File: src/rtl/prog_mem_pkg.sv
// Shared types and constants for the runtime-loadable program memory.
// Opcode values match the microprocessor's instruction decoder.
package prog_mem_pkg;

  typedef enum logic [1:0] {
    StInit,
    StIdle,
    StLoad
  } state_e;

  localparam logic [3:0] OP_ADD = 4'h5;
  localparam logic [3:0] OP_INC = 4'h9;
  localparam logic [3:0] OP_LD  = 4'hA;
  localparam logic [3:0] OP_ST  = 4'hB;
  localparam logic [3:0] OP_NOP = 4'hC;
  localparam logic [3:0] OP_LDI = 4'hD;
  localparam logic [3:0] OP_RST = 4'hE;

  localparam logic [11:0] NOP_WORD_DEFAULT = {OP_NOP, 8'h00};

endpackage

File: src/rtl/prog_mem_if.sv
// Fetch and program-load signals between the control unit / loader and prog_mem.
interface prog_mem_if #(
  parameter int unsigned WIDTH      = 12,
  parameter int unsigned ADDR_WIDTH = 4
);

  logic [ADDR_WIDTH-1:0] addr;
  logic                  rd_en;
  logic [WIDTH-1:0]      data;
  logic                  data_valid;
  logic                  busy;
  logic                  ld_start;
  logic [WIDTH-1:0]      ld_data;
  logic                  ld_valid;
  logic                  ld_last;
  logic                  ld_ready;
  logic                  ld_done;
  logic                  ld_err;

  modport master (
    output addr, rd_en, ld_start, ld_data, ld_valid, ld_last,
    input  data, data_valid, busy, ld_ready, ld_done, ld_err
  );

  modport slave (
    input  addr, rd_en, ld_start, ld_data, ld_valid, ld_last,
    output data, data_valid, busy, ld_ready, ld_done, ld_err
  );

endinterface

File: src/rtl/spram_1r1w.sv
// Synchronous-read, synchronous-write storage array with an enabled, resettable
// read register that holds its value when no read is issued.
module spram_1r1w #(
  parameter int unsigned     WIDTH      = 12,
  parameter int unsigned     ADDR_WIDTH = 4,
  parameter logic [WIDTH-1:0] RST_VAL   = '0
) (
  input  logic                  clk_i,
  input  logic                  rst_i,
  input  logic                  we_i,
  input  logic [ADDR_WIDTH-1:0] waddr_i,
  input  logic [WIDTH-1:0]      wdata_i,
  input  logic                  re_i,
  input  logic [ADDR_WIDTH-1:0] raddr_i,
  output logic [WIDTH-1:0]      rdata_o
);

  logic [WIDTH-1:0] mem_q [2**ADDR_WIDTH];
  logic [WIDTH-1:0] rdata_q;

  // Array itself has no reset; the owner fills it after reset.
  always_ff @(posedge clk_i) begin
    if (we_i) begin
      mem_q[waddr_i] <= wdata_i;
    end
  end

  always_ff @(posedge clk_i) begin
    if (rst_i) begin
      rdata_q <= RST_VAL;
    end else if (re_i) begin
      rdata_q <= mem_q[raddr_i];
    end
  end

  assign rdata_o = rdata_q;

endmodule

File: src/rtl/prog_mem.sv
// Runtime-loadable program memory: NOP fill after reset, streaming program load,
// one-cycle registered instruction fetch stalled by busy.
module prog_mem
  import prog_mem_pkg::*;
#(
  parameter int unsigned      WIDTH      = 12,
  parameter int unsigned      ADDR_WIDTH = 4,
  parameter logic [WIDTH-1:0] NOP_WORD   = NOP_WORD_DEFAULT
) (
  input logic        clk_i,
  input logic        rst_i,
  prog_mem_if.slave  bus_io
);

  localparam logic [ADDR_WIDTH-1:0] LastAddr = '1;

  state_e                state_q;
  logic [ADDR_WIDTH-1:0] fill_q;
  logic [ADDR_WIDTH-1:0] ptr_q;
  logic                  data_valid_q;
  logic                  ld_done_q;
  logic                  ld_err_q;

  logic                  in_init;
  logic                  in_idle;
  logic                  in_load;
  logic                  ld_accept;
  logic                  rd_fire;
  logic                  mem_we;
  logic [ADDR_WIDTH-1:0] mem_waddr;
  logic [WIDTH-1:0]      mem_wdata;
  logic [WIDTH-1:0]      mem_rdata;

  always_comb begin
    in_init   = (state_q == StInit);
    in_idle   = (state_q == StIdle);
    in_load   = (state_q == StLoad);
    ld_accept = in_load && bus_io.ld_valid;
    rd_fire   = in_idle && bus_io.rd_en;
    mem_we    = in_init || ld_accept;
    mem_waddr = in_init ? fill_q : ptr_q;
    mem_wdata = in_init ? NOP_WORD : bus_io.ld_data;
  end

  always_ff @(posedge clk_i) begin
    if (rst_i) begin
      state_q      <= StInit;
      fill_q       <= '0;
      ptr_q        <= '0;
      data_valid_q <= 1'b0;
      ld_done_q    <= 1'b0;
      ld_err_q     <= 1'b0;
    end else begin
      data_valid_q <= rd_fire;
      ld_done_q    <= 1'b0;
      unique case (state_q)
        StInit: begin
          fill_q <= fill_q + 1'b1;
          if (fill_q == LastAddr) begin
            state_q <= StIdle;
          end
        end
        StIdle: begin
          if (bus_io.ld_start) begin
            ld_err_q <= 1'b0;
            ptr_q    <= '0;
            state_q  <= StLoad;
          end
        end
        StLoad: begin
          if (ld_accept) begin
            ptr_q <= ptr_q + 1'b1;
            if (bus_io.ld_last) begin
              ld_done_q <= 1'b1;
              state_q   <= StIdle;
            end else if (ptr_q == LastAddr) begin
              // Array full without a last marker: stop writing and flag it.
              ld_err_q  <= 1'b1;
              ld_done_q <= 1'b1;
              state_q   <= StIdle;
            end
          end
        end
        default: state_q <= StInit;
      endcase
    end
  end

  spram_1r1w #(
    .WIDTH     (WIDTH),
    .ADDR_WIDTH(ADDR_WIDTH),
    .RST_VAL   (NOP_WORD)
  ) u_spram (
    .clk_i  (clk_i),
    .rst_i  (rst_i),
    .we_i   (mem_we),
    .waddr_i(mem_waddr),
    .wdata_i(mem_wdata),
    .re_i   (rd_fire),
    .raddr_i(bus_io.addr),
    .rdata_o(mem_rdata)
  );

  assign bus_io.data       = mem_rdata;
  assign bus_io.data_valid = data_valid_q;
  assign bus_io.busy       = !in_idle;
  assign bus_io.ld_ready   = in_load;
  assign bus_io.ld_done    = ld_done_q;
  assign bus_io.ld_err     = ld_err_q;

endmodule

File: src/flat_wrapper.sv
// flat-port wrapper written by rule: the top's interface ports become plain ports
module prog_mem_flat import prog_mem_pkg::*;
#(
  parameter int unsigned      WIDTH      = 12,
  parameter int unsigned      ADDR_WIDTH = 4,
  parameter logic [WIDTH-1:0] NOP_WORD   = NOP_WORD_DEFAULT
)
  (clk_i, rst_i, bus_io_addr, bus_io_rd_en, bus_io_ld_start, bus_io_ld_data, bus_io_ld_valid, bus_io_ld_last, bus_io_data, bus_io_data_valid, bus_io_busy, bus_io_ld_ready, bus_io_ld_done, bus_io_ld_err);
  prog_mem_if #(.WIDTH(WIDTH), .ADDR_WIDTH(ADDR_WIDTH)) bus_io_i ();
  input logic clk_i;
  input logic rst_i;
  input wire logic [$bits(bus_io_i.addr)-1:0] bus_io_addr;
  input wire logic [$bits(bus_io_i.rd_en)-1:0] bus_io_rd_en;
  input wire logic [$bits(bus_io_i.ld_start)-1:0] bus_io_ld_start;
  input wire logic [$bits(bus_io_i.ld_data)-1:0] bus_io_ld_data;
  input wire logic [$bits(bus_io_i.ld_valid)-1:0] bus_io_ld_valid;
  input wire logic [$bits(bus_io_i.ld_last)-1:0] bus_io_ld_last;
  output wire logic [$bits(bus_io_i.data)-1:0] bus_io_data;
  output wire logic [$bits(bus_io_i.data_valid)-1:0] bus_io_data_valid;
  output wire logic [$bits(bus_io_i.busy)-1:0] bus_io_busy;
  output wire logic [$bits(bus_io_i.ld_ready)-1:0] bus_io_ld_ready;
  output wire logic [$bits(bus_io_i.ld_done)-1:0] bus_io_ld_done;
  output wire logic [$bits(bus_io_i.ld_err)-1:0] bus_io_ld_err;
  assign bus_io_i.addr = bus_io_addr;
  assign bus_io_i.rd_en = bus_io_rd_en;
  assign bus_io_i.ld_start = bus_io_ld_start;
  assign bus_io_i.ld_data = bus_io_ld_data;
  assign bus_io_i.ld_valid = bus_io_ld_valid;
  assign bus_io_i.ld_last = bus_io_ld_last;
  assign bus_io_data = bus_io_i.data;
  assign bus_io_data_valid = bus_io_i.data_valid;
  assign bus_io_busy = bus_io_i.busy;
  assign bus_io_ld_ready = bus_io_i.ld_ready;
  assign bus_io_ld_done = bus_io_i.ld_done;
  assign bus_io_ld_err = bus_io_i.ld_err;
  prog_mem #(.WIDTH(WIDTH), .ADDR_WIDTH(ADDR_WIDTH), .NOP_WORD(NOP_WORD)) u_core (.clk_i(clk_i), .rst_i(rst_i), .bus_io(bus_io_i));
endmodule
File: config.mk
export PLATFORM = sky130hd
export DESIGN_NAME = prog_mem_flat
export DESIGN_NICKNAME = d
export VERILOG_FILES = /design/src/rtl/prog_mem_pkg.sv /design/src/rtl/prog_mem_if.sv /design/src/rtl/spram_1r1w.sv /design/src/rtl/prog_mem.sv /design/src/flat_wrapper.sv
export SDC_FILE = /design/constraint.sdc
export NUM_CORES = 1
export LEC_CHECK = 0
export CAP_MARGIN = 20
export CORE_UTILIZATION = 45
export CTS_CLUSTER_SIZE = 16
export DETAILED_ROUTE_END_ITERATION = 16
export SYNTH_ARGS = -nofsm -noshare
export SYNTH_HDL_FRONTEND = slang
export SYNTH_SLANG_ARGS = --single-unit
File: constraint.sdc
create_clock -name clk_i -period 2.9 [get_ports clk_i]
set_input_delay 0.58 -clock clk_i [delete_from_list [all_inputs] [get_ports clk_i]]
set_output_delay 0.58 -clock clk_i [all_outputs]
set_load 0.02 [all_outputs]
# Word level (Yosys, flattened, before mapping)

Memory sizes are Yosys's and may differ from the RTL's. A register that Yosys moved wholly into a read port is not among the register bits.
Index checks and enable logic that the tools add are counted.

Register bits: 13
Latch bits: 0
RAM bits: 192
ROM bits: 0
Input bits: 22
Output and inout bits: 17
Logic and storage cells: 51
Memories kept: 1

Memory list:

| memory               | depth | width | read ports | clocked after memory_dff | wr ports | line             | text |
|---|---|---|---|---|---|---|---|
| u_core.u_spram.mem_q | 16    | 12    | 1          | 1                        | 1        | spram_1r1w.sv:18 | `logic [WIDTH-1:0] mem_q [2**ADDR_WIDTH];` |

Add/sub/neg operators: 2
Multipliers: 0
Div/mod/pow operators: 0
Order comparisons: 0
Equal/unequal tests: 10
Shift operators: 0
Multiplexer cells: 20
Bitwise gates (word level): 2
Reduce and logical (&&, ||, !) cells: 10

Operator list:

| kind                | number |
|---|---|
| $mux 12             | 1 |
| $mux 4              | 3 |
| $mux 2              | 5 |
| $add 4x1->4 const B | 2 |
| $eq 4x4->1 const B  | 2 |
| $mux 1              | 8 |
| $pmux 4 s2          | 1 |
| $ne 2x2->1 const B  | 3 |
| $pmux 2 s3          | 1 |
| $reduce_and 5->1    | 1 |
| $ne 2x1->1 const B  | 2 |
| $reduce_and 4->1    | 1 |
| $ne 3x2->1 const B  | 1 |
| $reduce_and 3->1    | 1 |
| $reduce_or 3->1     | 1 |
| $eq 2x1->1 const B  | 1 |
| $eq 2x2->1 const B  | 1 |
| $logic_and 1x1->1   | 2 |
| $logic_not 2->1     | 1 |
| $not 1->1           | 2 |
| $pmux 1 s2          | 1 |
| $reduce_bool 2->1   | 1 |
| $logic_not 1->1     | 1 |
| $logic_or 1x1->1    | 1 |

# Depth between registers and ports, before layout

Gate-level depths: netlist of run 1.

Depth in word-level cells: 5
Mapped depth: 6
Depth with buffers taken out: 5

# By module

Synthesis of run 1 repeated with hierarchy kept, for this count alone.

Cells, all modules: 483
Area, all modules: 8620.8 um^2

Modules (own cells, without submodules):

| module     | instances | cells an instance | area each (um^2) | sequential area each (um^2) |
|---|---|---|---|---|
| spram_1r1w | 1         | 398               | 7876.3           | 6005.8 |
| prog_mem   | 1         | 85                | 744.5            | 260.2 |

# Least setup slack after synthesis of run 1

OpenSTA, ideal clock, no wires.

Kind: reg-to-reg
Start: register u_core.state_q[0]
End: memory u_core.u_spram.mem_q[11][0], enable pin
Setup time: 380 ps
Arrival: 1562 ps
Data required time: 2520 ps
Slack: 957 ps
Stages on the path, launching flop included: 6
Buffers on the path: 2
Clock period less this slack: 1943 ps
Cell sequence: dfxtp_1 > buf_2 > nor2_4 > buf_2 > a31oi_1 > nor2_1

Longest elaborated chain between the ends: 5
Elaborated cells on any way between the ends: 7
Classes of those cells: eq/ne: 1; mux: 3; reduce/logical: 3

RTL lines:

| what                         | line             | text |
|---|---|---|
| start, declared              | prog_mem.sv:17   | `state_e state_q;` |
| start signal, assigned       | prog_mem.sv:47   | `state_q <= StInit;` |
| start signal, assigned       | prog_mem.sv:60   | `state_q <= StIdle;` |
| start signal, assigned       | prog_mem.sv:67   | `state_q <= StLoad;` |
| $eq 2x2->1                   | prog_mem.sv:37   | `in_load = (state_q == StLoad);` |
| $logic_and 1x1->1            | prog_mem.sv:38   | `ld_accept = in_load && bus_io.ld_valid;` |
| $logic_or 1x1->1             | prog_mem.sv:40   | `mem_we = in_init \|\| ld_accept;` |
| $mux 1                       | spram_1r1w.sv:23 | `if (we_i) begin` |
| $mux 1 (not written as such) | spram_1r1w.sv:24 | `mem_q[waddr_i] <= wdata_i;` |
| end, declared                | spram_1r1w.sv:18 |  |

Several ways; a longest one is shown, not always the timed one.

# Final worst setup path of run 1

Start: register u_core.state_q[1]
End: output bus_io_ld_ready

Longest elaborated chain between the ends: 1

RTL lines:

| what          | line               | text |
|---|---|---|
| $eq 2x2->1    | prog_mem.sv:37     |  |
| end, declared | flat_wrapper.sv:21 | `output wire logic [$bits(bus_io_i.ld_ready)-1:0] bus_io_ld_ready;` |

No other way between the ends.

==> impl_metrics.prom, run 1 <==
# TYPE chip_impl_metric gauge
chip_impl_info{name="holdPathEnd",value="u_core.bus_io.ld_err$_SDFFE_PP0P_"} 1
chip_impl_info{name="timing.critical_path.to_type",value="primary output"} 1
chip_impl_metric{name="globalplace.congestion",unit=""} 0.796
chip_impl_metric{name="cts.repair.resized",unit=""} 0
chip_impl_metric{name="synthAdderAreaFrac",unit="%"} 0.291
chip_impl_metric{name="biggest_cell_delay_along_the_critical_path",unit="ns"} 0.62
chip_impl_metric{name="min_period_over_period",unit="%"} 89.3
chip_impl_metric{name="maximum_number_of_pins_on_one_net_before_global_route_repair",unit=""} 47
chip_impl_metric{name="switching_share",unit="%"} 19.4
chip_impl_metric{name="routed_via_density",unit=""} 5.66
chip_impl_metric{name="std_cell_rows",unit=""} 50
chip_impl_metric{name="yosys-mux-area-fraction",unit="%"} 14.7
chip_impl_metric{name="i_o_pin_count",unit=""} 39
chip_impl_info{name="post-synth-top-count-cell",value="sky130_fd_sc_hd__edfxtp_1"} 1
chip_impl_metric{name="drc_errors",unit=""} 0
chip_impl_metric{name="cp_data_required_time",unit="ns"} 2.32
chip_impl_info{name="grt_busiest_layer",value="met2"} 1
chip_impl_metric{name="slew_violations",unit=""} 0
chip_impl_info{name="outcome",value="finished clean"} 1
chip_impl_metric{name="gate_count_of_the_mapped_netlist",unit=""} 451
chip_impl_metric{name="dieArea",unit="sq um"} 19600
chip_impl_metric{name="cap_violations",unit=""} 0
chip_impl_metric{name="postSynth.asyncResetShare",unit="%"} 0
chip_impl_info{name="crit_path_leading_delay_family",value="buffers and inverters"} 1
chip_impl_metric{name="core_area",unit="sq um"} 18700
chip_impl_metric{name="timing.critical_path.arrival",unit="ns"} 2.01
chip_impl_metric{name="wire_length_of_the_first_global_routing_pass",unit="microns"} 26900
chip_impl_metric{name="postLayoutCellArea",unit="sq um"} 10100
chip_impl_metric{name="die_height",unit="microns"} 140
chip_impl_metric{name="clock-skew-final",unit="ns"} 0.0146
chip_impl_metric{name="globalRouteOverflowTotal",unit=""} 0
chip_impl_metric{name="postRouteWirelength",unit="microns"} 17400
chip_impl_metric{name="worstPathBufferInverterCount",unit=""} 2
chip_impl_metric{name="fin_nets",unit=""} 549
chip_impl_metric{name="synthesis.area",unit="sq um"} 8590
chip_impl_metric{name="power_frac_seq",unit="%"} 53.1
chip_impl_info{name="crit_type",value="reg -> out"} 1
chip_impl_metric{name="drt.antenna.violating_nets",unit=""} 0
chip_impl_metric{name="drive_gt1_share",unit="%"} 19.6
chip_impl_metric{name="detailedRoute.firstPassIterationCount",unit=""} 5
chip_impl_info{name="synthTopCellsByArea",value="sky130_fd_sc_hd__edfxtp_1 67%, sky130_fd_sc_hd__mux4_2 7.3%, sky130_fd_sc_hd__dfxtp_1 5.8%"} 1
chip_impl_metric{name="crit_fanout",unit=""} 12
chip_impl_metric{name="total_setup_violations_reported_at_the_end_of_the_flow",unit=""} 0
chip_impl_metric{name="slew_headroom",unit="%"} 52.5
chip_impl_metric{name="detailedPlacementHpwl",unit="microns"} 11100
chip_impl_metric{name="wl_per_cell",unit="microns"} 22.4
chip_impl_info{name="largest_family_of_logic_cells_by_synthesized_area",value="multiplexers"} 1
chip_impl_info{name="critPathLaunchType",value="register"} 1
chip_impl_metric{name="ys_seq_elements",unit=""} 217
chip_impl_metric{name="yosys_warnings",unit=""} 0
chip_impl_metric{name="n_fill_cell",unit=""} 1451
chip_impl_info{name="yosys_most_used_dff",value="sky130_fd_sc_hd__edfxtp_1"} 1
chip_impl_metric{name="clk-insertion-delay-late",unit="ns"} 0.49
chip_impl_metric{name="min_period",unit="ns"} 2.59
chip_impl_info{name="yosysTopAreaCell",value="sky130_fd_sc_hd__edfxtp_1"} 1
chip_impl_info{name="critPathSlowestCell",value="sky130_fd_sc_hd__clkdlybuf4s50_1"} 1
chip_impl_metric{name="p_per_area",unit="nW/um^2"} 642
chip_impl_metric{name="globalRouteMet2Util",unit="%"} 30.8
chip_impl_metric{name="timing.critical_path.depth",unit=""} 3
chip_impl_metric{name="areaGrowthSynthToFinish",unit="%"} 17.3
chip_impl_metric{name="yosysTopAreaCellShare",unit="%"} 67.1
chip_impl_metric{name="min_delay_path_depth",unit=""} 2
chip_impl_metric{name="via_count",unit=""} 4385
chip_impl_metric{name="total_switching_power",unit="mW"} 1.26
chip_impl_info{name="cp_cell_sequence",value="nand2b_1, inv_1, clkdlybuf4s50_1"} 1
chip_impl_metric{name="synth-edff-count",unit=""} 192
chip_impl_metric{name="share_comb_of_total_power",unit="%"} 4.4
chip_impl_metric{name="grt_use_total",unit="%"} 18.5
chip_impl_metric{name="post_cts.repair.setup_buffers",unit=""} 0
chip_impl_metric{name="dpl-instance-area",unit="sq um"} 9350
chip_impl_metric{name="cts_made_buffers",unit=""} 22
chip_impl_metric{name="synth.yosys.seq_area_share",unit="%"} 72.9
chip_impl_metric{name="antenna_found_initial",unit=""} 0
chip_impl_info{name="timing.rr.end",value="u_core.u_spram.mem_q[4][6]$_DFFE_PP_"} 1
chip_impl_metric{name="io_buffers",unit=""} 38
chip_impl_metric{name="peakVddDrop",unit="mV"} 0.379
chip_impl_info{name="r2r_start",value="u_core.state_q[0]$_SDFFE_PP0P_"} 1
chip_impl_info{name="root_buf_cell",value="sky130_fd_sc_hd__clkbuf_16"} 1
chip_impl_metric{name="worst-slew-pin-transition",unit="ns"} 0.711
chip_impl_metric{name="clock.fmax",unit="GHz"} 0.386
chip_impl_metric{name="pwr-share-clk",unit="%"} 42.5
chip_impl_metric{name="dieWidth",unit="microns"} 140
chip_impl_info{name="hp-class",value="reg -> reg"} 1
chip_impl_metric{name="setup_slack_on_the_worst_flop_to_flop_path",unit="ns"} 0.68
chip_impl_metric{name="met3_usage",unit="%"} 2.56
chip_impl_metric{name="start_util",unit="%"} 45.9
chip_impl_metric{name="global_route.usage.met1",unit="%"} 25.6
chip_impl_metric{name="clk_pin_slew",unit="ns"} 0.06
chip_impl_metric{name="detailedRoute.firstIterationViolations",unit=""} 378
chip_impl_metric{name="number_of_inserted_diodes",unit=""} 0
chip_impl_metric{name="synthSimpleGateAreaFrac",unit="%"} 5.23
chip_impl_metric{name="ctsLongestPathBuffers",unit=""} 3
chip_impl_info{name="setup_repair_after_global_routing_missed_its_margin",value="false"} 1
chip_impl_metric{name="hold_viol_final",unit=""} 0
chip_impl_metric{name="post_cts_hold_buffer_count",unit=""} 0
chip_impl_info{name="min_from",value="u_core.bus_io.ld_err$_SDFFE_PP0P_"} 1
chip_impl_metric{name="postSynthAreaPerCell",unit="sq um"} 19.0
chip_impl_info{name="cts_tree",value="built"} 1
chip_impl_metric{name="power.internal",unit="mW"} 5.21
chip_impl_info{name="synth.cells.most_frequent",value="192 x sky130_fd_sc_hd__edfxtp_1, 28 x sky130_fd_sc_hd__mux4_2, 26 x sky130_fd_sc_hd__nor2_1"} 1
chip_impl_metric{name="yosys.area_share.xor_xnor",unit="%"} 0.510
chip_impl_metric{name="reg2regPathDepth",unit=""} 5
chip_impl_metric{name="yosysUniqueCellTypes",unit=""} 44
chip_impl_metric{name="power.leakage",unit="nW"} 3.35
chip_impl_metric{name="clock-sinks",unit=""} 217
chip_impl_metric{name="synth.net_count",unit=""} 475
chip_impl_metric{name="first_global_vias",unit=""} 4558
chip_impl_metric{name="synth_compound_gate_area_share",unit="%"} 3.73
chip_impl_metric{name="ctsHtreeMaxLevel",unit=""} 1
chip_impl_metric{name="fin_setup_tns",unit="ns"} 0
## registers in the layout, indices dropped and copies added (netlist names)
signal                    count
u_core.u_spram.rdata_o       12
u_core.bus_io.data_valid      1
u_core.bus_io.ld_done         1
u_core.bus_io.ld_err          1
u_core.state_q                2
u_core.ptr_q                  4
u_core.u_spram.mem_q        192
u_core.fill_q                 4
## cells in the final DEF, fill, tap and decap left out, drive strengths merged, types with 5 or more instances in the layout
cell type / netlist / layout
clkinv: 0 / 7
nor2b: 12 / 12
a31oi: 7 / 7
nand3: 5 / 5
mux4: 46 / 46
inv: 8 / 8
clkbuf: 7 / 31
nor2: 27 / 27
nand2: 17 / 17
edfxtp: 192 / 192
nand2b: 5 / 5
o211ai: 10 / 10
mux2i: 14 / 14
buf: 16 / 37
dfxtp: 25 / 25
a22oi: 12 / 12
a21oi: 8 / 8
clkdlybuf4s50: 0 / 36
## stage by stage
| step | setup slack, ns | std cells | hold slack, ns | util, % | power, mW |
|---|---|---|---|---|---|
| after floorplan | 0.957 | 451 | 0.494 | - | 3.68 |
| after global placement | 0.558 | 734 | 0.435 | 50.0 | 3.79 |
| after detailed placement | 0.518 | 734 | 0.443 | 50.0 | 3.79 |
| after CTS | 0.302 | 774 | 0.457 | 53.8 | 6.53 |
| after global routing | 0.216 | 775 | 0.489 | 53.9 | 6.67 |
| final | 0.309 | 775 | 0.453 | 53.9 | 6.47 |
## routing by layer
metal  vias to the layer above  share of wire (%)
met5                         -                  0
met1                      2270                 45
met3                        20                4.1
li1                       1975                  -
met2                       120                 49
met4                         0                1.9
## worst min-delay path: cells and delay by family (launching register included)
| family | cells | cell delay [ns] |
|---|---|---|
| buffers and inverters | 1 | 0.05 |
| AO/OA/AOI/OAI | 1 | 0.05 |
| flip-flops | 1 | 0.31 |
## kinds of logic (layout without fill, tap and decap cells)
logic type,Yosys count,count (layout)
buffers and inverters,32,122
adder cells (fa/ha/maj),2,2
AND/OR/NAND/NOR,86,86
multiplexers,62,62
flip-flops,217,217
XOR/XNOR,5,5
AO/OA/AOI/OAI,47,47
## layout make-up
type / count / area [sq um] / area share, %
clock inverter: 10 / 100 / 0.993
multi-input combinational: 202 / 2100 / 20.9
clock buffer: 30 / 612 / 6.07
sequential: 217 / 6270 / 62.2
timing repair buffer: 74 / 672 / 6.67
inverter: 8 / 30.0 / 0.298
tap: 234 / 293 / 2.91
## power by group through the flow
| stage | combinational (mW) | clock [mW] | sequential (mW) |
|---|---|---|---|
| 3_5_place_dp | 0.291 | 0 | 3.50 |
| 6_report | 0.284 | 2.75 | 3.43 |
| 2_1_floorplan | 0.184 | 0 | 3.50 |
| 4_1_cts | 0.292 | 2.81 | 3.43 |
| 3_3_place_gp | 0.290 | 0 | 3.50 |
| 5_1_grt | 0.307 | 2.93 | 3.44 |
## how the worst max path moves through the flow
stage | start | endpoint
CTS | u_core.state_q[1]$_SDFFE_PP0P_ | bus_io_ld_ready
floorplan | u_core.state_q[0]$_SDFFE_PP0P_ | u_core.u_spram.mem_q[11][0]$_DFFE_PP_
finish | u_core.state_q[1]$_SDFFE_PP0P_ | bus_io_ld_ready
global placement | bus_io_ld_valid | u_core.u_spram.mem_q[3][11]$_DFFE_PP_
detailed placement | bus_io_ld_valid | u_core.u_spram.mem_q[3][11]$_DFFE_PP_
global route | u_core.state_q[1]$_SDFFE_PP0P_ | bus_io_ld_ready
Power figures use the tool's default switching activity.
==> run 2: changes to the inputs <==
--- a/config.mk
+++ b/config.mk
@@ -11,4 +11,5 @@
 export DETAILED_ROUTE_END_ITERATION = 16
 export SYNTH_ARGS = -nofsm -noshare
 export SYNTH_HDL_FRONTEND = slang
+export SYNTH_HIERARCHICAL = 1
 export SYNTH_SLANG_ARGS = --single-unit
==> run 2 against run 1 <==
Cell count rose by 4.6%. Non-clock buffer count rose by 2. Worst hold slack improved by 0.010 ns. Combinational power rose by 7.0%.
==> impl_metrics.prom, run 2 <==
# TYPE chip_impl_metric gauge
chip_impl_metric{name="i_o_pin_count",unit=""} 39
chip_impl_info{name="hp-class",value="reg -> reg"} 1
chip_impl_info{name="synth.cells.most_frequent",value="192 x sky130_fd_sc_hd__edfxtp_1, 63 x sky130_fd_sc_hd__mux2i_1, 25 x sky130_fd_sc_hd__dfxtp_1"} 1
chip_impl_metric{name="yosysTopAreaCellShare",unit="%"} 66.9
chip_impl_metric{name="die_height",unit="microns"} 140
chip_impl_metric{name="globalRouteOverflowTotal",unit=""} 0
chip_impl_metric{name="total_switching_power",unit="mW"} 1.28
chip_impl_metric{name="detailedRoute.firstIterationViolations",unit=""} 272
chip_impl_metric{name="routed_via_density",unit=""} 5.53
chip_impl_metric{name="multi_input_comb_area",unit="sq um"} 2150
chip_impl_metric{name="reg2regPathDepth",unit=""} 5
chip_impl_info{name="timing.critical_path.to_type",value="primary output"} 1
chip_impl_info{name="outcome",value="finished clean"} 1
chip_impl_metric{name="cts_made_buffers",unit=""} 22
chip_impl_metric{name="switching_share",unit="%"} 20.0
chip_impl_metric{name="fin_nets",unit=""} 585
chip_impl_info{name="post-synth-top-count-cell",value="sky130_fd_sc_hd__edfxtp_1"} 1
chip_impl_metric{name="detailedRoute.firstPassIterationCount",unit=""} 4
chip_impl_info{name="crit_type",value="reg -> out"} 1
chip_impl_metric{name="largest_register_ffs",unit=""} 192
chip_impl_metric{name="drc_errors",unit=""} 0
chip_impl_metric{name="postSynthAreaPerCell",unit="sq um"} 17.8
chip_impl_metric{name="clock.fmax",unit="GHz"} 0.398
chip_impl_metric{name="post_cts.repair.setup_buffers",unit=""} 0
chip_impl_metric{name="post_cts_hold_buffer_count",unit=""} 0
chip_impl_metric{name="wl_per_cell",unit="microns"} 21.5
chip_impl_metric{name="peakVddDrop",unit="mV"} 0.412
chip_impl_metric{name="postRouteWirelength",unit="microns"} 17500
chip_impl_metric{name="biggest_cell_delay_along_the_critical_path",unit="ns"} 0.63
chip_impl_metric{name="synth.net_count",unit=""} 507
chip_impl_info{name="setup_repair_after_global_routing_missed_its_margin",value="false"} 1
chip_impl_metric{name="detailedPlacementHpwl",unit="microns"} 11100
chip_impl_info{name="holdPathEnd",value="u_core/bus_io.ld_err$_SDFFE_PP0P_"} 1
chip_impl_metric{name="number_of_inserted_diodes",unit=""} 0
chip_impl_metric{name="min_period_over_period",unit="%"} 86.5
chip_impl_info{name="largest_reg_by_ff_count",value="u_core/u_spram/mem_q"} 1
chip_impl_info{name="critPathLaunchType",value="register"} 1
chip_impl_metric{name="cp_data_required_time",unit="ns"} 2.32
chip_impl_metric{name="antenna_found_initial",unit=""} 0
chip_impl_metric{name="pwr-share-clk",unit="%"} 41.3
chip_impl_metric{name="postSynth.asyncResetShare",unit="%"} 0
chip_impl_metric{name="clock-sinks",unit=""} 217
chip_impl_metric{name="ctsHtreeMaxLevel",unit=""} 1
chip_impl_metric{name="cts.repair.resized",unit=""} 0
chip_impl_metric{name="core_area",unit="sq um"} 18800
chip_impl_metric{name="n_fill_cell",unit=""} 1486
chip_impl_metric{name="yosys_warnings",unit=""} 6
chip_impl_info{name="yosysTopAreaCell",value="sky130_fd_sc_hd__edfxtp_1"} 1
chip_impl_info{name="mostFrequentLayoutCells",value="192 x sky130_fd_sc_hd__edfxtp_1, 63 x sky130_fd_sc_hd__mux2i_1, 38 x sky130_fd_sc_hd__buf_4"} 1
chip_impl_info{name="cts_tree",value="built"} 1
chip_impl_metric{name="areaGrowthSynthToFinish",unit="%"} 16.9
chip_impl_metric{name="clk-insertion-delay-late",unit="ns"} 0.50
chip_impl_metric{name="synth-edff-count",unit=""} 192
chip_impl_metric{name="first_global_vias",unit=""} 4648
chip_impl_info{name="timing.rr.end",value="u_core/u_spram/mem_q[3][8]$_DFFE_PP_"} 1
chip_impl_metric{name="fin_setup_tns",unit="ns"} 0
chip_impl_metric{name="area.sequential",unit="sq um"} 6270
chip_impl_metric{name="slew_violations",unit=""} 0
chip_impl_metric{name="wire_length_of_the_first_global_routing_pass",unit="microns"} 27200
chip_impl_metric{name="cap_violations",unit=""} 0
chip_impl_metric{name="min_delay_path_depth",unit=""} 2
chip_impl_metric{name="power.internal",unit="mW"} 5.10
chip_impl_metric{name="globalplace.congestion",unit=""} 0.799
chip_impl_metric{name="share_comb_of_total_power",unit="%"} 4.8
chip_impl_metric{name="setup_slack_on_the_worst_flop_to_flop_path",unit="ns"} 0.62
chip_impl_metric{name="drt.antenna.violating_nets",unit=""} 0
chip_impl_info{name="cp_cell_sequence",value="nor2b_1, clkdlybuf4s50_1"} 1
chip_impl_metric{name="ys_seq_elements",unit=""} 217
chip_impl_metric{name="std_cell_rows",unit=""} 50
chip_impl_metric{name="synth.yosys.seq_area_share",unit="%"} 72.7
chip_impl_metric{name="dieArea",unit="sq um"} 19700
chip_impl_info{name="min_from",value="u_core/bus_io.ld_err$_SDFFE_PP0P_"} 1
chip_impl_info{name="synthTopCellsByArea",value="sky130_fd_sc_hd__edfxtp_1 67%, sky130_fd_sc_hd__mux2i_1 7.3%, sky130_fd_sc_hd__dfxtp_1 5.8%"} 1
chip_impl_info{name="layout.cells.most_common",value="sky130_fd_sc_hd__edfxtp_1"} 1
chip_impl_metric{name="grt_use_total",unit="%"} 18.5
chip_impl_metric{name="synthesis.area",unit="sq um"} 8620
chip_impl_metric{name="start_util",unit="%"} 45.9
chip_impl_info{name="r2r_start",value="u_core/state_q[1]$_SDFFE_PP0P_"} 1
chip_impl_metric{name="power_frac_seq",unit="%"} 53.9
chip_impl_metric{name="maximum_number_of_pins_on_one_net_before_global_route_repair",unit=""} 43
chip_impl_metric{name="clock-skew-final",unit="ns"} 0.00695
chip_impl_info{name="yosys_most_used_dff",value="sky130_fd_sc_hd__edfxtp_1"} 1
chip_impl_metric{name="worst_hold_slack",unit="ns"} 0.463
chip_impl_metric{name="crit_fanout",unit=""} 13
chip_impl_info{name="root_buf_cell",value="sky130_fd_sc_hd__clkbuf_16"} 1
chip_impl_info{name="critPathSlowestCell",value="sky130_fd_sc_hd__clkdlybuf4s50_1"} 1
chip_impl_metric{name="hold_viol_final",unit=""} 0
chip_impl_metric{name="p_per_area",unit="nW/um^2"} 633
chip_impl_metric{name="min_period",unit="ns"} 2.51
chip_impl_metric{name="yosysUniqueCellTypes",unit=""} 46
chip_impl_metric{name="dieWidth",unit="microns"} 140
chip_impl_metric{name="gate_count_of_the_mapped_netlist",unit=""} 483
chip_impl_metric{name="ctsLongestPathBuffers",unit=""} 3
chip_impl_metric{name="timing.critical_path.arrival",unit="ns"} 1.93
chip_impl_metric{name="clk_pin_slew",unit="ns"} 0.06
chip_impl_metric{name="power.leakage",unit="nW"} 3.45
chip_impl_metric{name="slew_headroom",unit="%"} 28.2
chip_impl_metric{name="worst-slew-pin-transition",unit="ns"} 1.08
chip_impl_metric{name="io_buffers",unit=""} 38
chip_impl_metric{name="drive_gt1_share",unit="%"} 16.8
chip_impl_metric{name="via_count",unit=""} 4485
chip_impl_metric{name="total_setup_violations_reported_at_the_end_of_the_flow",unit=""} 0
==> run 2: cell count changes after synthesis, sizes merged, moves of 5 or more <==
cell / change
mux4: -24
mux2i: +49
a21oi: +5
a31oi: -6
nand2: -10
clkbuf: -5
a32oi: +8
o211ai: -10
o21ai: +8
a22oi: +11
nor2: -5
nand3: +6
==> run 2: worst max path at each step <==
stage | startpoint | slack, ns | endpoint
after floorplan | u_core/state_q[1]$_SDFFE_PP0P_ | 0.21 | u_core/u_spram/mem_q[0][0]$_DFFE_PP_
after global placement | bus_io_ld_valid | 0.32 | u_core/u_spram/mem_q[1][0]$_DFFE_PP_
after detailed placement | bus_io_ld_valid | 0.29 | u_core/u_spram/mem_q[3][2]$_DFFE_PP_
after CTS | u_core/state_q[1]$_SDFFE_PP0P_ | 0.37 | bus_io_ld_ready
after global routing | u_core/state_q[1]$_SDFFE_PP0P_ | 0.33 | bus_io_busy
final | u_core/state_q[1]$_SDFFE_PP0P_ | 0.39 | bus_io_ld_ready
==> run 2: critical path: cells and delay by family, from the launching register on <==
kind,cells,cell delay (ns)
AND/OR/NAND/NOR,1,0.23
buffers and inverters,1,0.63
flip-flops,1,0.58
==> run 2: per-stage QoR <==
step | cell area [sq um] | worst slack [ns] | util, % | power [mW] | instances
detailed placement | 9360 | 0.289 | 49.9 | 3.81 | 765
global route | 10100 | 0.325 | 53.7 | 6.57 | 811
floorplan | 8620 | 0.210 | - | 3.70 | 483
CTS | 10000 | 0.367 | 53.4 | 6.44 | 805
global placement | 9360 | 0.321 | 49.9 | 3.80 | 765
finish | 10100 | 0.390 | 53.7 | 6.37 | 811
==> run 2: cell type report <==
cell class	count	share of cell area, %
flip-flops and latches	217	62.2
clock buffers	31	6.01
well taps	234	2.91
clock inverters	9	0.633
multi-input cells	240	21.4
repair buffers	76	6.71
inverters	4	0.149
==> run 2: cells by family (layout without fill, tap and decap cells) <==
group                      Yosys count  count (layout)  synth area share [%]
muxes                               89              89                  13.9
buffers and inverters               26             120                  2.55
and+or+nand+nor                     84              84                  5.41
DFF                                217             217                  72.7
xor gates and xnor gates             3               3                 0.305
AOI/OAI and AO/OA                   62              62                  4.82
adders and majority gates            2               2                 0.290
==> run 2: power by group through the flow <==
| stage | clock, mW | sequential [mW] | combinational [mW] |
|---|---|---|---|
| final | 2.63 | 3.44 | 0.304 |
| after global routing | 2.81 | 3.44 | 0.327 |
| after CTS | 2.70 | 3.44 | 0.306 |
| after detailed placement | 0 | 3.50 | 0.306 |
| after global placement | 0 | 3.50 | 0.301 |
| after floorplan | 0 | 3.50 | 0.205 |
==> run 2: per-layer routing <==
layer / vias up / wire [microns] / track usage (%) / share of wire, %
li1: 2086 / - / - / -
met1: 2290 / 8180 / 25.7 / 47
met2: 79 / 8270 / 30.4 / 47
met3: 30 / 570 / 2.60 / 3.3
met4: 0 / 430 / 5.15 / 2.5
met5: - / 0 / 0 / 0
==> run 3: changes to the inputs <==
--- a/config.mk
+++ b/config.mk
@@ -7,7 +7,6 @@
 export LEC_CHECK = 0
 export CAP_MARGIN = 20
 export CORE_UTILIZATION = 45
-export CTS_CLUSTER_SIZE = 16
 export DETAILED_ROUTE_END_ITERATION = 16
 export SYNTH_ARGS = -nofsm -noshare
 export SYNTH_HDL_FRONTEND = slang
==> constraint.sdc (replaced) <==
create_clock -name clk_i -period 3.1 [get_ports clk_i]
set_input_delay 0.62 -clock clk_i [delete_from_list [all_inputs] [get_ports clk_i]]
set_output_delay 0.62 -clock clk_i [all_outputs]
set_load 0.02 [all_outputs]
==> run 3 against run 2 <==
Routed wire length down 0.27%. Die area unchanged. Cell count up 0.25%. Flip-flop and latch count unchanged. Critical path type unchanged. Largest cell class unchanged. Worst hold slack worse by 0.0027 ns. Largest power group unchanged.
==> impl_metrics.prom, run 3 (synthesis results as in run 2) <==
# TYPE chip_impl_metric gauge
chip_impl_info{name="outcome",value="finished clean"} 1
chip_impl_metric{name="detailedPlacementHpwl",unit="microns"} 11400
chip_impl_metric{name="routed_via_density",unit=""} 5.54
chip_impl_metric{name="finalCoreUtilization",unit="%"} 54.2
chip_impl_metric{name="slew_headroom",unit="%"} 64.3
chip_impl_metric{name="detailedRoute.firstIterationViolations",unit=""} 319
chip_impl_metric{name="worst_hold_slack",unit="ns"} 0.460
chip_impl_metric{name="n_fill_cell",unit=""} 1473
chip_impl_metric{name="p_per_area",unit="nW/um^2"} 607
chip_impl_metric{name="grt_use_total",unit="%"} 18.5
chip_impl_metric{name="ctsHtreeMaxLevel",unit=""} 1
chip_impl_metric{name="slew_violations",unit=""} 0
chip_impl_metric{name="post-place-ws",unit="ns"} 0.356
chip_impl_metric{name="timing.critical_path.arrival",unit="ns"} 1.94
chip_impl_info{name="crit_path_leading_delay_family",value="buffers and inverters"} 1
chip_impl_metric{name="hold_viol_final",unit=""} 0
chip_impl_metric{name="first_global_vias",unit=""} 4633
chip_impl_metric{name="cp_data_required_time",unit="ns"} 2.48
chip_impl_metric{name="core_area",unit="sq um"} 18800
chip_impl_metric{name="dieArea",unit="sq um"} 19700
chip_impl_info{name="min_from",value="u_core/bus_io.ld_err$_SDFFE_PP0P_"} 1
chip_impl_metric{name="wl_per_cell",unit="microns"} 21.4
chip_impl_info{name="r2r_start",value="u_core/state_q[1]$_SDFFE_PP0P_"} 1
chip_impl_metric{name="globalplace.congestion",unit=""} 0.787
chip_impl_info{name="worst_setup_path_startpoint",value="u_core/state_q[1]$_SDFFE_PP0P_"} 1
chip_impl_metric{name="number_of_inserted_diodes",unit=""} 0
chip_impl_metric{name="dieWidth",unit="microns"} 140
chip_impl_metric{name="antenna_found_initial",unit=""} 0
chip_impl_metric{name="biggest_cell_delay_along_the_critical_path",unit="ns"} 0.64
chip_impl_metric{name="worst-slew-pin-transition",unit="ns"} 0.536
chip_impl_metric{name="clock-sinks",unit=""} 217
chip_impl_metric{name="post_cts_hold_buffer_count",unit=""} 0
chip_impl_metric{name="detailedRoute.firstPassIterationCount",unit=""} 4
chip_impl_info{name="largest_reg_by_ff_count",value="u_core/u_spram/mem_q"} 1
chip_impl_metric{name="clk_pin_slew",unit="ns"} 0.06
chip_impl_metric{name="postRouteWirelength",unit="microns"} 17400
chip_impl_metric{name="ctsLongestPathBuffers",unit=""} 3
chip_impl_metric{name="dpl-instance-area",unit="sq um"} 9430
chip_impl_metric{name="largest_register_ffs",unit=""} 192
chip_impl_info{name="critPathLaunchType",value="register"} 1
chip_impl_info{name="cp_cell_sequence",value="nor2b_1, clkdlybuf4s50_1"} 1
chip_impl_metric{name="io_buffers",unit=""} 38
chip_impl_info{name="setup_repair_after_global_routing_missed_its_margin",value="false"} 1
chip_impl_metric{name="areaGrowthSynthToFinish",unit="%"} 18.0
chip_impl_info{name="cts_tree",value="built"} 1
chip_impl_metric{name="start_util",unit="%"} 45.9
chip_impl_metric{name="fin_nets",unit=""} 587
chip_impl_info{name="layout.cells.most_common",value="sky130_fd_sc_hd__edfxtp_1"} 1
chip_impl_metric{name="total_setup_violations_reported_at_the_end_of_the_flow",unit=""} 0
chip_impl_metric{name="cts.repair.resized",unit=""} 0
chip_impl_metric{name="maximum_number_of_pins_on_one_net_before_global_route_repair",unit=""} 27
chip_impl_info{name="hp-class",value="reg -> reg"} 1
chip_impl_info{name="mostFrequentLayoutCells",value="192 x sky130_fd_sc_hd__edfxtp_1, 63 x sky130_fd_sc_hd__mux2i_1, 39 x sky130_fd_sc_hd__buf_4"} 1
chip_impl_metric{name="clk-insertion-delay-late",unit="ns"} 0.50
chip_impl_metric{name="clock.fmax",unit="GHz"} 0.391
chip_impl_metric{name="clock-skew-final",unit="ns"} 0.0172
chip_impl_metric{name="count_of_non_filler_cells_in_the_finished_layout",unit=""} 813
chip_impl_metric{name="via_count",unit=""} 4508
chip_impl_metric{name="cap_violations",unit=""} 0
chip_impl_metric{name="post_cts.repair.setup_buffers",unit=""} 0
chip_impl_metric{name="cts_made_buffers",unit=""} 22
chip_impl_metric{name="std_cell_rows",unit=""} 50
chip_impl_metric{name="crit_fanout",unit=""} 13
chip_impl_info{name="crit_type",value="reg -> out"} 1
chip_impl_metric{name="power.leakage",unit="nW"} 3.51
chip_impl_metric{name="fin_setup_tns",unit="ns"} 0
chip_impl_metric{name="drc_errors",unit=""} 0
chip_impl_info{name="root_buf_cell",value="sky130_fd_sc_hd__clkbuf_16"} 1
chip_impl_metric{name="worstPathBufferInverterCount",unit=""} 1
chip_impl_metric{name="peakVddDrop",unit="mV"} 0.392
chip_impl_metric{name="setup_ws",unit="ns"} 0.542
chip_impl_metric{name="i_o_pin_count",unit=""} 39
chip_impl_metric{name="drt.antenna.violating_nets",unit=""} 0
chip_impl_info{name="timing.critical_path.to_type",value="primary output"} 1
chip_impl_metric{name="wire_length_of_the_first_global_routing_pass",unit="microns"} 27200
chip_impl_metric{name="overall_power_of_the_completed_layout",unit="mW"} 6.18
chip_impl_metric{name="drive_gt1_share",unit="%"} 17.8
chip_impl_metric{name="min_period_over_period",unit="%"} 82.5
chip_impl_metric{name="globalRouteOverflowTotal",unit=""} 0
chip_impl_metric{name="postLayoutCellArea",unit="sq um"} 10200
chip_impl_metric{name="die_height",unit="microns"} 140
chip_impl_info{name="critPathSlowestCell",value="sky130_fd_sc_hd__clkdlybuf4s50_1"} 1
chip_impl_metric{name="min_period",unit="ns"} 2.56
chip_impl_metric{name="numPlacedInstances",unit=""} 773
[run 3: cell type report]
cell class | instances | area [sq um] | area share (%)
tap | 234 | 293 | 2.88
sequential | 217 | 6270 | 61.6
multi-input combinational | 240 | 2150 | 21.2
clock buffer | 29 | 618 | 6.08
clock inverter | 11 | 124 | 1.22
timing repair buffer | 78 | 703 | 6.91
inverter | 4 | 15.0 | 0.148
[run 3: worst reg2reg max path: stages, from the launching register on]
cell and delay [ns]:
sky130_fd_sc_hd__dfxtp_1 0.44, sky130_fd_sc_hd__nor2_2 0.28, sky130_fd_sc_hd__mux2_2 0.39, sky130_fd_sc_hd__or3b_1 0.48, sky130_fd_sc_hd__nor3_2 0.14, sky130_fd_sc_hd__buf_4 0.25
[run 3: final timing paths]
| path | to | slack [ns] | depth (start not counted) |
|---|---|---|---|
| max | bus_io_ld_ready | 0.54 | 2 |
| min | u_core/bus_io.ld_err$_SDFFE_PP0P_ | 0.46 | 2 |
| max reg2reg | u_core/u_spram/mem_q[0][0]$_DFFE_PP_ | 0.81 | 5 |
| min reg2reg | u_core/bus_io.ld_err$_SDFFE_PP0P_ | 0.46 | 2 |
[run 3: power breakdown]
| group | internal [mW] | switching (mW) |
|---|---|---|
| registers | 3.20 | 0.0152 |
| logic | 0.133 | 0.149 |
| clock network | 1.65 | 1.04 |
[run 3: routing by layer]
metal | vias to the layer above | GRT usage, % | part of all wire, %
li1 | 2092 | - | -
met1 | 2251 | 26.2 | 45
met2 | 148 | 29.5 | 47
met3 | 17 | 3.45 | 6.3
met4 | 0 | 4.80 | 1.4
met5 | - | 0 | 0
==> RTL change, RTL diff (flow settings as in run 2) <==
Reset style: asynchronous (`rst_i`), changed in 2 clocked blocks.
--- a/src/rtl/spram_1r1w.sv
+++ b/src/rtl/spram_1r1w.sv
@@ -25,7 +25,7 @@
     end
   end
 
-  always_ff @(posedge clk_i) begin
+  always_ff @(posedge clk_i or posedge rst_i) begin
     if (rst_i) begin
       rdata_q <= RST_VAL;
     end else if (re_i) begin
--- a/src/rtl/prog_mem.sv
+++ b/src/rtl/prog_mem.sv
@@ -42,7 +42,7 @@
     mem_wdata = in_init ? NOP_WORD : bus_io.ld_data;
   end
 
-  always_ff @(posedge clk_i) begin
+  always_ff @(posedge clk_i or posedge rst_i) begin
     if (rst_i) begin
       state_q      <= StInit;
       fill_q       <= '0;
Function: no difference found for any inputs over 10 cycles, from zero or initial values and one cycle with rst_i high; that may be too few to reach the edited logic, so the function may still have changed.
==> RTL change against run 2 <==
Cell count down 7.5%; clock skew is essentially flat; sequential cell count did not move; synthesized cell count shrank 13%; highest routed layer unchanged; routed wire length shrank 0.55%; maximum frequency up 1.3%; final area up 1.7%; synthesized area grew 0.48%; critical path type unchanged; setup slack improved by 0.032 ns.
Power is not compared: it rests on default switching activity, and its combinational part moved more than twofold at a synthesized area within 25%.
==> RTL change: results (changes against run 2) <==
[run_status]
status = completed

[yosys]
async_reset_ff_frac = 0.1152  ; +0.1152
synth-seq-area-share = 0.7381  ; +0.01127
synth.top_cells.by_count = edfxtp_1, mux4_2, nor2_1, dfrtp_1, mux2i_1
yosysUniqueCellTypes = 42  ; -8.7%
synth_fp_nets = 445  ; -12%
ys_top_cells_by_area = edfxtp_1, mux4_2, dfrtp_1

[grt]
grt_pass1_wl_um = 26770  ; -1.8%
antenna_found_initial = 0  ; unchanged
grt_usage = 0.1843  ; -0.0002116
grt_max_degree = 33  ; -23%
grt_pass1_vias = 4421  ; -4.9%

[placement]
dpl.hpwl_um = 11090  ; -0.42%
place_ws_ns = 0.2189  ; -0.07001 ns
gp_congestion = 0.7959  ; -0.34%

[sta]
skew_ns = 0.006899  ; -0.00005551 ns
slew_headroom = 0.5378  ; +0.2563

[setup_path]
rrSetupSlack_ns = 0.55  ; -0.07 ns
rr_endpoint = u_core/u_spram/mem_q[5][6]
reg2reg_depth = 6  ; +1
cp_max_fo = 11  ; -2

[routing]
wl_per_cell_um = 23.14  ; +7.5%
vias_per_cell = 5.632  ; +1.8%
firstDrtPassIters = 4  ; unchanged
first_iter_violations = 275  ; +1.1%

[hold_path]
hold_class = in -> async

[finish]
n_fill_cell = 1443  ; -2.9%
drive_above_1_share = 0.2752  ; +0.1071

[cts]
cts_buffers = 23  ; +4.5%
clk_latency_ns = 0.49

==> RTL change: cell types whose count changed in the layout (fill, tap and decap cells not counted), moves of 11 or more <==
cell,change
mux2i_1,-50
dfxtp_1,-25
mux4_2,+25
a22oi_1,-23
dfrtp_1,+23
a221oi_2,+11
==> RTL change: worst max-delay path by stage <==
| stage | end | slack [ns] | depth (start not counted) |
|---|---|---|---|
| floorplan | u_core/u_spram/mem_q[0][0] | 0.02 | 6 |
| global placement | u_core/u_spram/mem_q[0][6] | 0.26 | 6 |
| detailed placement | u_core/u_spram/mem_q[0][8] | 0.22 | 6 |
| CTS | bus_io_ld_ready | 0.44 | 2 |
| global route | bus_io_ld_ready | 0.36 | 2 |
| finish | bus_io_ld_ready | 0.42 | 2 |
==> RTL change: layout make-up <==
class	count	share of cell area
clock inverter	14	0.01587
sequential	217	0.6239
multi-input combinational	178	0.2054
timing repair buffer	77	0.06752
clock buffer	26	0.05727
tap	234	0.02857
inverter	4	0.001465
==> RTL change: stage by stage <==
stage          instance area [µm²]  instances  hold slack, ns  power, mW  utilization
2_1_floorplan                 8662        421          0.4433      6.002            -
3_3_place_gp                  9479        708          0.4826      6.862       0.5051
3_5_place_dp                  9479        708          0.4927      6.946       0.5051
4_1_cts                      10230        748          0.4627      9.869       0.5450
5_1_grt                      10250        750          0.5194      10.18       0.5460
6_report                     10250        750          0.4662      9.758       0.5460
==> RTL change: worst max-delay path: cells and delay by family, from the launching register on <==
family                 cells  cell delay, ns
flip-flops                 1            0.52
buffers and inverters      1            0.64
AND/OR/NAND/NOR            1            0.24
==> RTL change: logic make-up after synthesis <==
family / after synthesis / share of synthesized area
DFF: 217 / 0.7381
and+or+nand+nor: 70 / 0.04102
muxes: 67 / 0.1515
AOI/OAI and AO/OA: 36 / 0.04189
buffers and inverters: 26 / 0.02152
xor gates and xnor gates: 3 / 0.003034
adders and majority gates: 2 / 0.002888
==> RTL change: metal layers <==
metal | part of all wire | vias to the layer above | global-route usage
li1 | - | 1893 | -
met1 | 0.44 | 2201 | 0.2550
met2 | 0.49 | 102 | 0.3053
met3 | 0.051 | 28 | 0.02751
met4 | 0.021 | 0 | 0.05435
met5 | 0 | - | 0
==> RTL change: power groups by stage <==
stage / sequential [mW] / clock [mW] / combinational (mW)
3_3_place_gp: 4.78 / 0 / 2.08
3_5_place_dp: 4.82 / 0 / 2.13
5_1_grt: 4.83 / 3.07 / 2.28
6_report: 4.75 / 2.90 / 2.10
4_1_cts: 4.76 / 2.97 / 2.14
2_1_floorplan: 4.81 / 0 / 1.19
